===== src/rtl/load_store_unit.sv =====
// ---------------------------------------------------------------------------
// load_store_unit
//
// Data-memory access stage for an RV32I core. Takes the execute-stage address
// (alu_out) and store data (rs2), turns LB/LH/LW/LBU/LHU/SB/SH/SW into a
// word-aligned, byte-enabled request to a variable-latency data memory
// (mem_req held until mem_ack), extends the returned load data, and stalls
// the core until the access completes, times out or is rejected.
//
// Build option:
//   MISALIGN_TRAP_EN  defined   -> LH/LHU/SH with addr[0]=1 and LW/SW with
//                                  addr[1:0]!=0 are rejected (rsp_err=1, no
//                                  memory access).
//                     undefined -> no trap; the low address bits below the
//                                  access size are ignored.
//
// Ports:
//   clk, reset         rising-edge clock; asynchronous active-low reset
//   req_valid/ready    core request handshake (accepted when both high)
//   req_we/fn3/addr/wdata  request fields, registered on acceptance
//   rsp_valid          one-cycle pulse when the access finishes
//   rsp_rdata/rsp_err  extended load data / error flag, valid with rsp_valid
//   stall              core must hold PC and operands
//   mem_req/we/addr/wdata/be  memory request, stable while mem_req=1
//   mem_ack/mem_rdata  memory completion, read data valid with mem_ack
//   dbg_state          current FSM state (0 IDLE, 1 REQ, 2 RESP)
//
// Handshake: a core request transfers on a rising edge where req_valid and
// req_ready are both high; req_ready is high only in IDLE. The memory side
// holds mem_req and all mem_* fields constant until a cycle with mem_ack=1
// (or until the timeout expires); mem_ack outside REQ is ignored.
// ---------------------------------------------------------------------------
module load_store_unit #(
    parameter int s              = 32,
    parameter int TIMEOUT_CYCLES = 16
) (
    input  logic         clk,
    input  logic         reset,
    input  logic         req_valid,
    output logic         req_ready,
    input  logic         req_we,
    input  logic [2:0]   req_fn3,
    input  logic [s-1:0] req_addr,
    input  logic [s-1:0] req_wdata,
    output logic         rsp_valid,
    output logic [s-1:0] rsp_rdata,
    output logic         rsp_err,
    output logic         stall,
    output logic         mem_req,
    output logic         mem_we,
    output logic [s-1:0] mem_addr,
    output logic [s-1:0] mem_wdata,
    output logic [3:0]   mem_be,
    input  logic         mem_ack,
    input  logic [s-1:0] mem_rdata,
    output logic [1:0]   dbg_state
);

    localparam int CW = $clog2(TIMEOUT_CYCLES + 1);
    localparam logic [CW-1:0] TIMEOUT_LAST = CW'(TIMEOUT_CYCLES - 1);

    typedef enum logic [1:0] {
        ST_IDLE = 2'd0,
        ST_REQ  = 2'd1,
        ST_RESP = 2'd2
    } state_t;

    state_t          state_q, state_d;
    logic [CW-1:0]   cnt_q, cnt_d;
    logic            we_q, we_d;
    logic [2:0]      fn3_q, fn3_d;
    logic [1:0]      off_q, off_d;
    logic [s-1:0]    addr_q, addr_d;
    logic [s-1:0]    wdata_q, wdata_d;
    logic [3:0]      be_q, be_d;
    logic [s-1:0]    rdata_q, rdata_d;
    logic            err_q, err_d;

    // Decode of the incoming request (used only on the accept cycle).
    logic            fn3_ok;
    logic            misalign;
    logic            req_legal;
    logic [3:0]      be_new;
    logic [s-1:0]    wdata_new;

    always_comb begin
        fn3_ok = 1'b0;
        if (req_we) begin
            // Stores exist only for byte, half and word sizes.
            fn3_ok = (req_fn3 == 3'b000) || (req_fn3 == 3'b001) || (req_fn3 == 3'b010);
        end else begin
            fn3_ok = (req_fn3 == 3'b000) || (req_fn3 == 3'b001) || (req_fn3 == 3'b010) ||
                     (req_fn3 == 3'b100) || (req_fn3 == 3'b101);
        end

        misalign = 1'b0;
`ifdef MISALIGN_TRAP_EN
        case (req_fn3[1:0])
            2'b01:   misalign = req_addr[0];
            2'b10:   misalign = (req_addr[1:0] != 2'b00);
            default: misalign = 1'b0;
        endcase
`endif

        req_legal = fn3_ok && !misalign;

        be_new    = 4'hF;
        wdata_new = '0;
        if (req_we) begin
            case (req_fn3[1:0])
                2'b00: begin
                    be_new    = 4'b0001 << req_addr[1:0];
                    wdata_new = {4{req_wdata[7:0]}};
                end
                2'b01: begin
                    be_new    = 4'b0011 << {req_addr[1], 1'b0};
                    wdata_new = {2{req_wdata[15:0]}};
                end
                default: begin
                    be_new    = 4'hF;
                    wdata_new = req_wdata;
                end
            endcase
        end
    end

    // Load data extraction from the word returned by memory.
    logic [7:0]   byte_sel;
    logic [15:0]  half_sel;
    logic [s-1:0] load_ext;

    always_comb begin
        case (off_q)
            2'd0:    byte_sel = mem_rdata[7:0];
            2'd1:    byte_sel = mem_rdata[15:8];
            2'd2:    byte_sel = mem_rdata[23:16];
            default: byte_sel = mem_rdata[31:24];
        endcase
        half_sel = off_q[1] ? mem_rdata[31:16] : mem_rdata[15:0];

        case (fn3_q)
            3'b000:  load_ext = {{(s-8){byte_sel[7]}}, byte_sel};
            3'b001:  load_ext = {{(s-16){half_sel[15]}}, half_sel};
            3'b100:  load_ext = {{(s-8){1'b0}}, byte_sel};
            3'b101:  load_ext = {{(s-16){1'b0}}, half_sel};
            default: load_ext = mem_rdata;
        endcase
    end

    // Next-state logic.
    always_comb begin
        state_d = state_q;
        cnt_d   = cnt_q;
        we_d    = we_q;
        fn3_d   = fn3_q;
        off_d   = off_q;
        addr_d  = addr_q;
        wdata_d = wdata_q;
        be_d    = be_q;
        rdata_d = rdata_q;
        err_d   = err_q;

        case (state_q)
            ST_IDLE: begin
                cnt_d = '0;
                if (req_valid) begin
                    we_d    = req_we;
                    fn3_d   = req_fn3;
                    off_d   = req_addr[1:0];
                    addr_d  = {req_addr[s-1:2], 2'b00};
                    wdata_d = wdata_new;
                    be_d    = be_new;
                    rdata_d = '0;
                    if (req_legal) begin
                        err_d   = 1'b0;
                        state_d = ST_REQ;
                    end else begin
                        // Rejected without touching memory.
                        err_d   = 1'b1;
                        state_d = ST_RESP;
                    end
                end
            end

            ST_REQ: begin
                if (mem_ack) begin
                    rdata_d = we_q ? '0 : load_ext;
                    err_d   = 1'b0;
                    cnt_d   = '0;
                    state_d = ST_RESP;
                end else if (cnt_q == TIMEOUT_LAST) begin
                    // This is the TIMEOUT_CYCLES-th REQ cycle without ack.
                    rdata_d = '0;
                    err_d   = 1'b1;
                    cnt_d   = '0;
                    state_d = ST_RESP;
                end else begin
                    cnt_d = cnt_q + CW'(1);
                end
            end

            ST_RESP: begin
                state_d = ST_IDLE;
            end

            default: begin
                state_d = ST_IDLE;
            end
        endcase
    end

    always_ff @(posedge clk or negedge reset) begin
        if (!reset) begin
            state_q <= ST_IDLE;
            cnt_q   <= '0;
            we_q    <= 1'b0;
            fn3_q   <= 3'b000;
            off_q   <= 2'b00;
            addr_q  <= '0;
            wdata_q <= '0;
            be_q    <= 4'h0;
            rdata_q <= '0;
            err_q   <= 1'b0;
        end else begin
            state_q <= state_d;
            cnt_q   <= cnt_d;
            we_q    <= we_d;
            fn3_q   <= fn3_d;
            off_q   <= off_d;
            addr_q  <= addr_d;
            wdata_q <= wdata_d;
            be_q    <= be_d;
            rdata_q <= rdata_d;
            err_q   <= err_d;
        end
    end

    // Outputs are decoded from registered state only, except stall, which
    // must react to req_valid in IDLE so the core holds during acceptance.
    logic in_idle, in_req, in_resp;

    always_comb begin
        in_idle   = (state_q == ST_IDLE);
        in_req    = (state_q == ST_REQ);
        in_resp   = (state_q == ST_RESP);

        req_ready = in_idle;
        stall     = reset && ((in_idle && req_valid) || in_req);

        mem_req   = in_req;
        mem_we    = in_req && we_q;
        mem_addr  = in_req ? addr_q  : '0;
        mem_wdata = in_req ? wdata_q : '0;
        mem_be    = in_req ? be_q    : 4'h0;

        rsp_valid = in_resp;
        rsp_rdata = in_resp ? rdata_q : '0;
        rsp_err   = in_resp && err_q;

        dbg_state = state_q;
    end

endmodule

===== config.mk =====
export PLATFORM = sky130hd
export DESIGN_NAME = load_store_unit
export DESIGN_NICKNAME = d
export VERILOG_FILES = /design/src/rtl/load_store_unit.sv
export SDC_FILE = /design/constraint.sdc
export NUM_CORES = 1
export LEC_CHECK = 0
export CAP_MARGIN = 5
export CORE_MARGIN = 2
export CORE_UTILIZATION = 50
export CTS_BUF_LIST = sky130_fd_sc_hd__clkbuf_4 sky130_fd_sc_hd__clkbuf_8
export CTS_CLUSTER_SIZE = 30
export DETAILED_ROUTE_END_ITERATION = 8
export GPL_ROUTABILITY_DRIVEN = 1
export PLACE_DENSITY = 0.88
export SLEW_MARGIN = 20
export SYNTH_ARGS = -nofsm -noshare
export SYNTH_HDL_FRONTEND = slang
export SYNTH_SLANG_ARGS = --single-unit

===== constraint.sdc =====
create_clock -name clk -period 2.7 [get_ports clk]
set_input_delay 0.405 -clock clk [delete_from_list [all_inputs] [get_ports clk]]
set_output_delay 0.405 -clock clk [all_outputs]
set_load 0.01 [all_outputs]

==> metrics.cfg, run 1 <==
[run_status]
status = finished clean

[critical_path]
crit_chain = nand2b_1 > inv_2 > buf_12 > and2_1 > clkdlybuf4s50_1
setup.worst_path.start_class = flop
critical-path-max-stage-delay_ns = 0.56
slowest_stage = clkdlybuf4s50_1
crit_arrival_ns = 2.19
path_delay_family = buffers and inverters
path_max_fanout = 34
end_kind = primary output
crit_required_ns = 2.30
cp.buffers_inverters = 3
crit_type = flop to primary output

[power_and_ir_drop]
peakVddDrop_mv = 0.4359
seq_power_share = 0.417
leakage_nw = 3.663
power_mw = 6.668
switching_share = 0.3813
combPwrFrac = 0.444
clkPwrFrac = 0.140
p_sw_mw = 2.542
p_int_mw = 4.126
power_density_nw_per_um2 = 806.5

[route]
wl_um = 17250
drtIter0Drc = 343
dr.pass1.iters = 5
drcViolationCount = 0
wire_per_inst_um = 17.62
ant_nets = 0
via_count = 5455
vias_per_cell = 5.572

[sta]
hold_viol = 0
fin_crit_ns = 2.599
rsz0062_at_grt = false
tns_ns = 0
clock-skew-final_ns = 0.01555
max_freq_mhz = 384.7
tightest_slew_ns = 0.9974
min_period_over_period = 0.9627
setup_viol = 0
maxSlewHeadroom = 0.3326
finalMaxSlewViolations = 0

[synthesis]
ys_warn_count = 0
ys_ff_latch = 112
synth-compound-area-share = 0.1533
netlist_area_um2 = 5846
syn_avg_cell_area_um2 = 9.120
synth_top_family_by_area = simple AND/OR/NAND/NOR gates
yosys.area.top_type = dfrtp_1
syn_inst = 641
synth_adder_area_share = 0.002140
synth_top_area_frac = 0.4795
yosys.area_share.simple = 0.2759
synth_cell_type_count = 43
ys_top_cells_by_area = dfrtp_1 48%, and2_1 11%, nand2_1 9.8%
synth_seq_area_share = 0.4795
synthMuxAreaShare = 0.04987
synth_xor_area_frac = 0

[layout]
n_fill_cell = 841
syn_to_final_growth_pct = 41.44
multi_input_area_um2 = 2828
postLayoutCellArea_um2 = 8268
drive_gt1_frac = 0.07656
layout.cells.non_filler = 979
layout_common_cells = 208 x clkdlybuf4s50_1, 151 x nand2_1, 111 x dfrtp_1
regArea_um2 = 2804
n_antenna_cell = 0
fin_nets = 936
mostFrequentLayoutCell = clkdlybuf4s50_1

[global_route]
grt_pass1_vias = 5572
grt_pass1_wl_um = 28260
grt.total_usage = 0.2800
grt_max_degree = 65
grt_antenna_before_repair = 0
overflow = 0

[run]
max_cap_viol_count = 0

[cts]
clockRootBuffer = clkbuf_8
cts.htree.levels = 3
numCtsBuffers = 9
cts_hold_buf = 0
cts_sinks = 112
cts_tree = yes
cts.path.max_buffers = 2
insertion_delay_ns = 0.38
cts.clk_slew.worst_paths_ns = 0.10

[place]
place_hpwl_um = 12450
globalplace.congestion = 0.8873
dpl-instance-area_um2 = 8054
port-buffer-count = 209
place_inst = 961

[floorplan]
core_um2 = 11420
dieArea_um2 = 12570
ios = 212
fp.dieH_um = 112.1
die_w_um = 112.1
rows = 39
start_util = 0.5119

[worst_hold_path]
hold_class = input port to asynchronous set/reset pin

## final cells by class
| cell class | count | area share |
|---|---|---|
| multi-input cells | 475 | 0.3420 |
| flip-flops and latches | 112 | 0.3391 |
| repair buffers | 227 | 0.2730 |
| well taps | 143 | 0.02164 |
| clock buffers | 13 | 0.01937 |
| inverters | 6 | 0.002724 |
| clock inverters | 3 | 0.002119 |
## registers in the layout, indices dropped and copies added, names as in the netlist
name	cells
rdata_q	32
wdata_q	32
dbg_state	2
off_q	2
cnt_q	5
err_q	1
be_q	4
addr_q	30
we_q	1
fn3_q	3
## stage by stage
stage | hold slack (ns) | setup WS, ns | utilization
after floorplan | 0.1094 | 0.9564 | -
after global placement | 0.4496 | 0.4205 | 0.7053
after detailed placement | 0.4548 | 0.3032 | 0.7053
after CTS | 0.1562 | 0.01200 | 0.7238
after global routing | 0.1811 | 0.002950 | 0.7241
final | 0.1422 | 0.1007 | 0.7241
## timing repair
item,4_1_cts,5_1_grt
setup buffers,0,1
gates cloned,1,0
setup endpoints to repair,1,35
resized for setup,1,2
hold endpoints to repair,0,0
## routing by layer
metal  part of all wire  wire length (um)  vias up  track usage
li1                   -                 -     2536            -
met1               0.41              7059     2599       0.3647
met2               0.47              8084      273       0.4498
met3              0.088              1524       47      0.06803
met4              0.034               581        0       0.1195
met5                  0                 0        -            0
## worst paths after layout
kind | from | endpoint | slack [ns] | cells after the start
hold / removal | reset | err_q$_DFFE_PN0P_ | 0.14 | 2
hold reg to reg | addr_q[9]$_DFFE_PN0P_ | addr_q[9]$_DFFE_PN0P_ | 0.48 | 2
max in group asynchronous | reset | dbg_state[1]$_DFFE_PN0P_ | 1.29 | 3
setup reg to reg | off_q[1]$_DFFE_PN0P_ | rdata_q[25]$_DFFE_PN0P_ | 0.39 | 4
setup / recovery | dbg_state[1]$_DFFE_PN0P_ | mem_wdata[1] | 0.10 | 5
min in group clk | addr_q[9]$_DFFE_PN0P_ | addr_q[9]$_DFFE_PN0P_ | 0.48 | 2
## power by group through the flow
stage          logic [mW]  clock network [mW]  registers, mW
6_report             2.96               0.932           2.78
5_1_grt              3.25                1.02           2.86
4_1_cts              2.96               0.947           2.77
3_5_place_dp         2.90                   0           2.79
3_3_place_gp         2.80                   0           2.76
2_1_floorplan        1.80                   0           2.59
## kinds of logic (layout without fill, tap and decap cells)
group	count (synthesis)	count (layout)
and+or+nand+nor	326	326
AOI/OAI and AO/OA	119	119
DFF	112	112
buffers and inverters	55	249
muxes	27	27
adders and majority gates	1	1
other	1	2
## cell usage after synthesis, drive strengths merged
| library cell | n |
|---|---|
| o21ba | 1 |
| and4b | 1 |
| nor3 | 1 |
| a221o | 16 |
| mux2 | 11 |
| a31oi | 1 |
| a22oi | 1 |
| a22o | 10 |
| or3 | 8 |
| o31ai | 16 |
| a2111oi | 1 |
| nand3b | 1 |
| o221ai | 7 |
| o21ai | 35 |
| buf | 9 |
| inv | 5 |
| a21o | 1 |
| nor3b | 3 |
| nand2 | 152 |
| mux2i | 16 |
| o21a | 2 |
| nor2b | 20 |
| o32ai | 1 |
| nand2b | 10 |
| o211ai | 1 |
| a21oi | 16 |
| ha | 1 |
| a32o | 8 |
| nand3 | 10 |
| clkinv | 1 |
| and2b | 1 |
| dfrtp | 112 |
| nor2 | 17 |
| conb | 1 |
| and2 | 102 |
| clkbuf | 40 |
| o21bai | 2 |
(Power assumes the default switching activity.)
==> run 2: changes to the inputs <==
--- a/config.mk
+++ b/config.mk
@@ -7,12 +7,12 @@
 export LEC_CHECK = 0
 export CAP_MARGIN = 5
 export CORE_MARGIN = 2
-export CORE_UTILIZATION = 50
+export CORE_UTILIZATION = 47
 export CTS_BUF_LIST = sky130_fd_sc_hd__clkbuf_4 sky130_fd_sc_hd__clkbuf_8
 export CTS_CLUSTER_SIZE = 30
 export DETAILED_ROUTE_END_ITERATION = 8
 export GPL_ROUTABILITY_DRIVEN = 1
-export PLACE_DENSITY = 0.88
+export PLACE_DENSITY = 0.84
 export SLEW_MARGIN = 20
 export SYNTH_ARGS = -nofsm -noshare
 export SYNTH_HDL_FRONTEND = slang
==> constraint.sdc (replaced) <==
create_clock -name clk -period 2.85 [get_ports clk]
set_input_delay 0.4275 -clock clk [delete_from_list [all_inputs] [get_ports clk]]
set_output_delay 0.4275 -clock clk [all_outputs]
set_load 0.01 [all_outputs]
==> metrics.cfg, run 2 (synthesis gave the netlist of run 1 again) <==
[critical_path]
endpoint = mem_wdata[9]
reg2reg_slack_ns = 0.28
end_kind = primary output
cp-startpoint = dbg_state[1]$_DFFE_PN0P_
rr_startpoint = dbg_state[1]$_DFFE_PN0P_
setup.worst_path.start_class = flop
reg2reg_to = rdata_q[28]$_DFFE_PN0P_
path_max_fanout = 69
crit_arrival_ns = 2.29
crit_type = flop to primary output
crit_required_ns = 2.42
worstRegToRegCells = 6

[global_route]
overflow = 0
gr-usage-met1 = 0.3323
grt_pass1_wl_um = 26790
grt_pass1_vias = 5307
met3_usage = 0.06695
busiest_layer = met2
met2_usage = 0.4148
grt_max_degree = 72
grt_antenna_before_repair = 0
grt.total_usage = 0.2561

[route]
drcViolationCount = 0
ant_nets = 0
dr.pass1.iters = 5
wire_per_inst_um = 17.08
via_count = 5369
vias_per_cell = 5.380
wl_um = 17050
drtIter0Drc = 394

[layout]
n_antenna_cell = 0
multi_input_area_um2 = 2828
drive_gt1_frac = 0.06747
reg_top3 = rdata_q: 32 flops, wdata_q: 32 flops, addr_q: 30 flops
n_fill_cell = 934
layout_common_cells = 208 x clkdlybuf4s50_1, 151 x nand2_1, 112 x dfrtp_1
syn_to_final_growth_pct = 41.91
mostFrequentLayoutCell = clkdlybuf4s50_1
regArea_um2 = 2803
fin_nets = 930

[run]
max_cap_viol_count = 0

[floorplan]
fp.dieH_um = 115.5
ios = 212
core_um2 = 12060
dieArea_um2 = 13350
start_util = 0.4846
die_w_um = 115.5
rows = 40

[power_and_ir_drop]
switching_share = 0.3722
power_density_nw_per_um2 = 777.7
leakage_nw = 3.650
peakVddDrop_mv = 0.4369
seq_power_share = 0.410
p_int_mw = 4.050
p_sw_mw = 2.401
combPwrFrac = 0.419
clkPwrFrac = 0.171

[worst_hold_path]
hold_class = input port to asynchronous set/reset pin

[place]
globalplace.congestion = 0.9238
port-buffer-count = 209
place_hpwl_um = 12240
dpl_worst_slack_ns = 0.3116

[cts]
cts.htree.levels = 3
numCtsBuffers = 9
clockRootBuffer = clkbuf_8
post_cts.resized_instances = 0
cts.path.max_buffers = 2
insertion_delay_ns = 0.38
post_cts.repair.setup_buffers = 0
cts.clk_slew.worst_paths_ns = 0.10
cts_hold_buf = 0
cts_tree = yes
cts_sinks = 112

[run_status]
status = finished clean

[sta]
finalMaxSlewViolations = 0
clock-skew-final_ns = 0.009431
fin_crit_ns = 2.717
hold_viol = 0
setup_viol = 0
fin_ws_ns = 0.1332
min_period_over_period = 0.9533
maxSlewHeadroom = 0.2304
rsz0062_at_grt = false
max_freq_mhz = 368.1
tightest_slew_ns = 1.150
tns_ns = 0

run 2: critical path, stage by stage (launching register included):
cell             delay, ns
dfrtp_1               0.51
nand2b_1              0.25
inv_1                 0.12
buf_12                0.23
and2_1                0.22
clkdlybuf4s50_1       0.55
run 2: per-stage QoR:
step                      cells    util  power [mW]  hold slack, ns  area [um2]
after floorplan             642       -       4.156          0.1319        5849
after global placement      982  0.6678       5.250          0.4463        8055
after detailed placement    982  0.6678       5.373          0.4545        8055
after CTS                   998  0.6878       6.485          0.1456        8295
after global routing        998  0.6878       6.881          0.1712        8295
final                       998  0.6878       6.451          0.1284        8295
run 2: layout make-up:
type | instances | area share
Clock inverter | 4 | 0.009050
Sequential cell | 112 | 0.3379
Timing Repair Buffer | 221 | 0.2643
Multi-Input combinational cell | 475 | 0.3409
Tap cell | 168 | 0.02534
Inverter | 6 | 0.002715
Clock buffer | 12 | 0.01991
run 2: layer usage:
layer	up-vias	wire length [um]
met5	-	0
li1	2516	-
met2	257	7981
met3	29	1564
met4	0	395
met1	2567	7106
run 2: power by group through the flow:
stage / combinational [mW] / sequential [mW] / clock [mW]
2_1_floorplan: 1.71 / 2.45 / 0
3_3_place_gp: 2.62 / 2.63 / 0
3_5_place_dp: 2.72 / 2.66 / 0
4_1_cts: 2.73 / 2.64 / 1.12
5_1_grt: 2.98 / 2.72 / 1.18
6_report: 2.70 / 2.65 / 1.10
run 2: worst min path at each step:
stage                     depth (start not counted)  slack, ns                   start                endpoint
after global routing                              2       0.17                   reset  addr_q[11]$_DFFE_PN0P_
after floorplan                                   0       0.13                   reset  addr_q[10]$_DFFE_PN0P_
after CTS                                         2       0.15                   reset  addr_q[12]$_DFFE_PN0P_
after global placement                            2       0.45  wdata_q[5]$_DFFE_PN0P_  wdata_q[5]$_DFFE_PN0P_
final                                             2       0.13                   reset  addr_q[15]$_DFFE_PN0P_
after detailed placement                          2       0.45  addr_q[19]$_DFFE_PN0P_  addr_q[19]$_DFFE_PN0P_
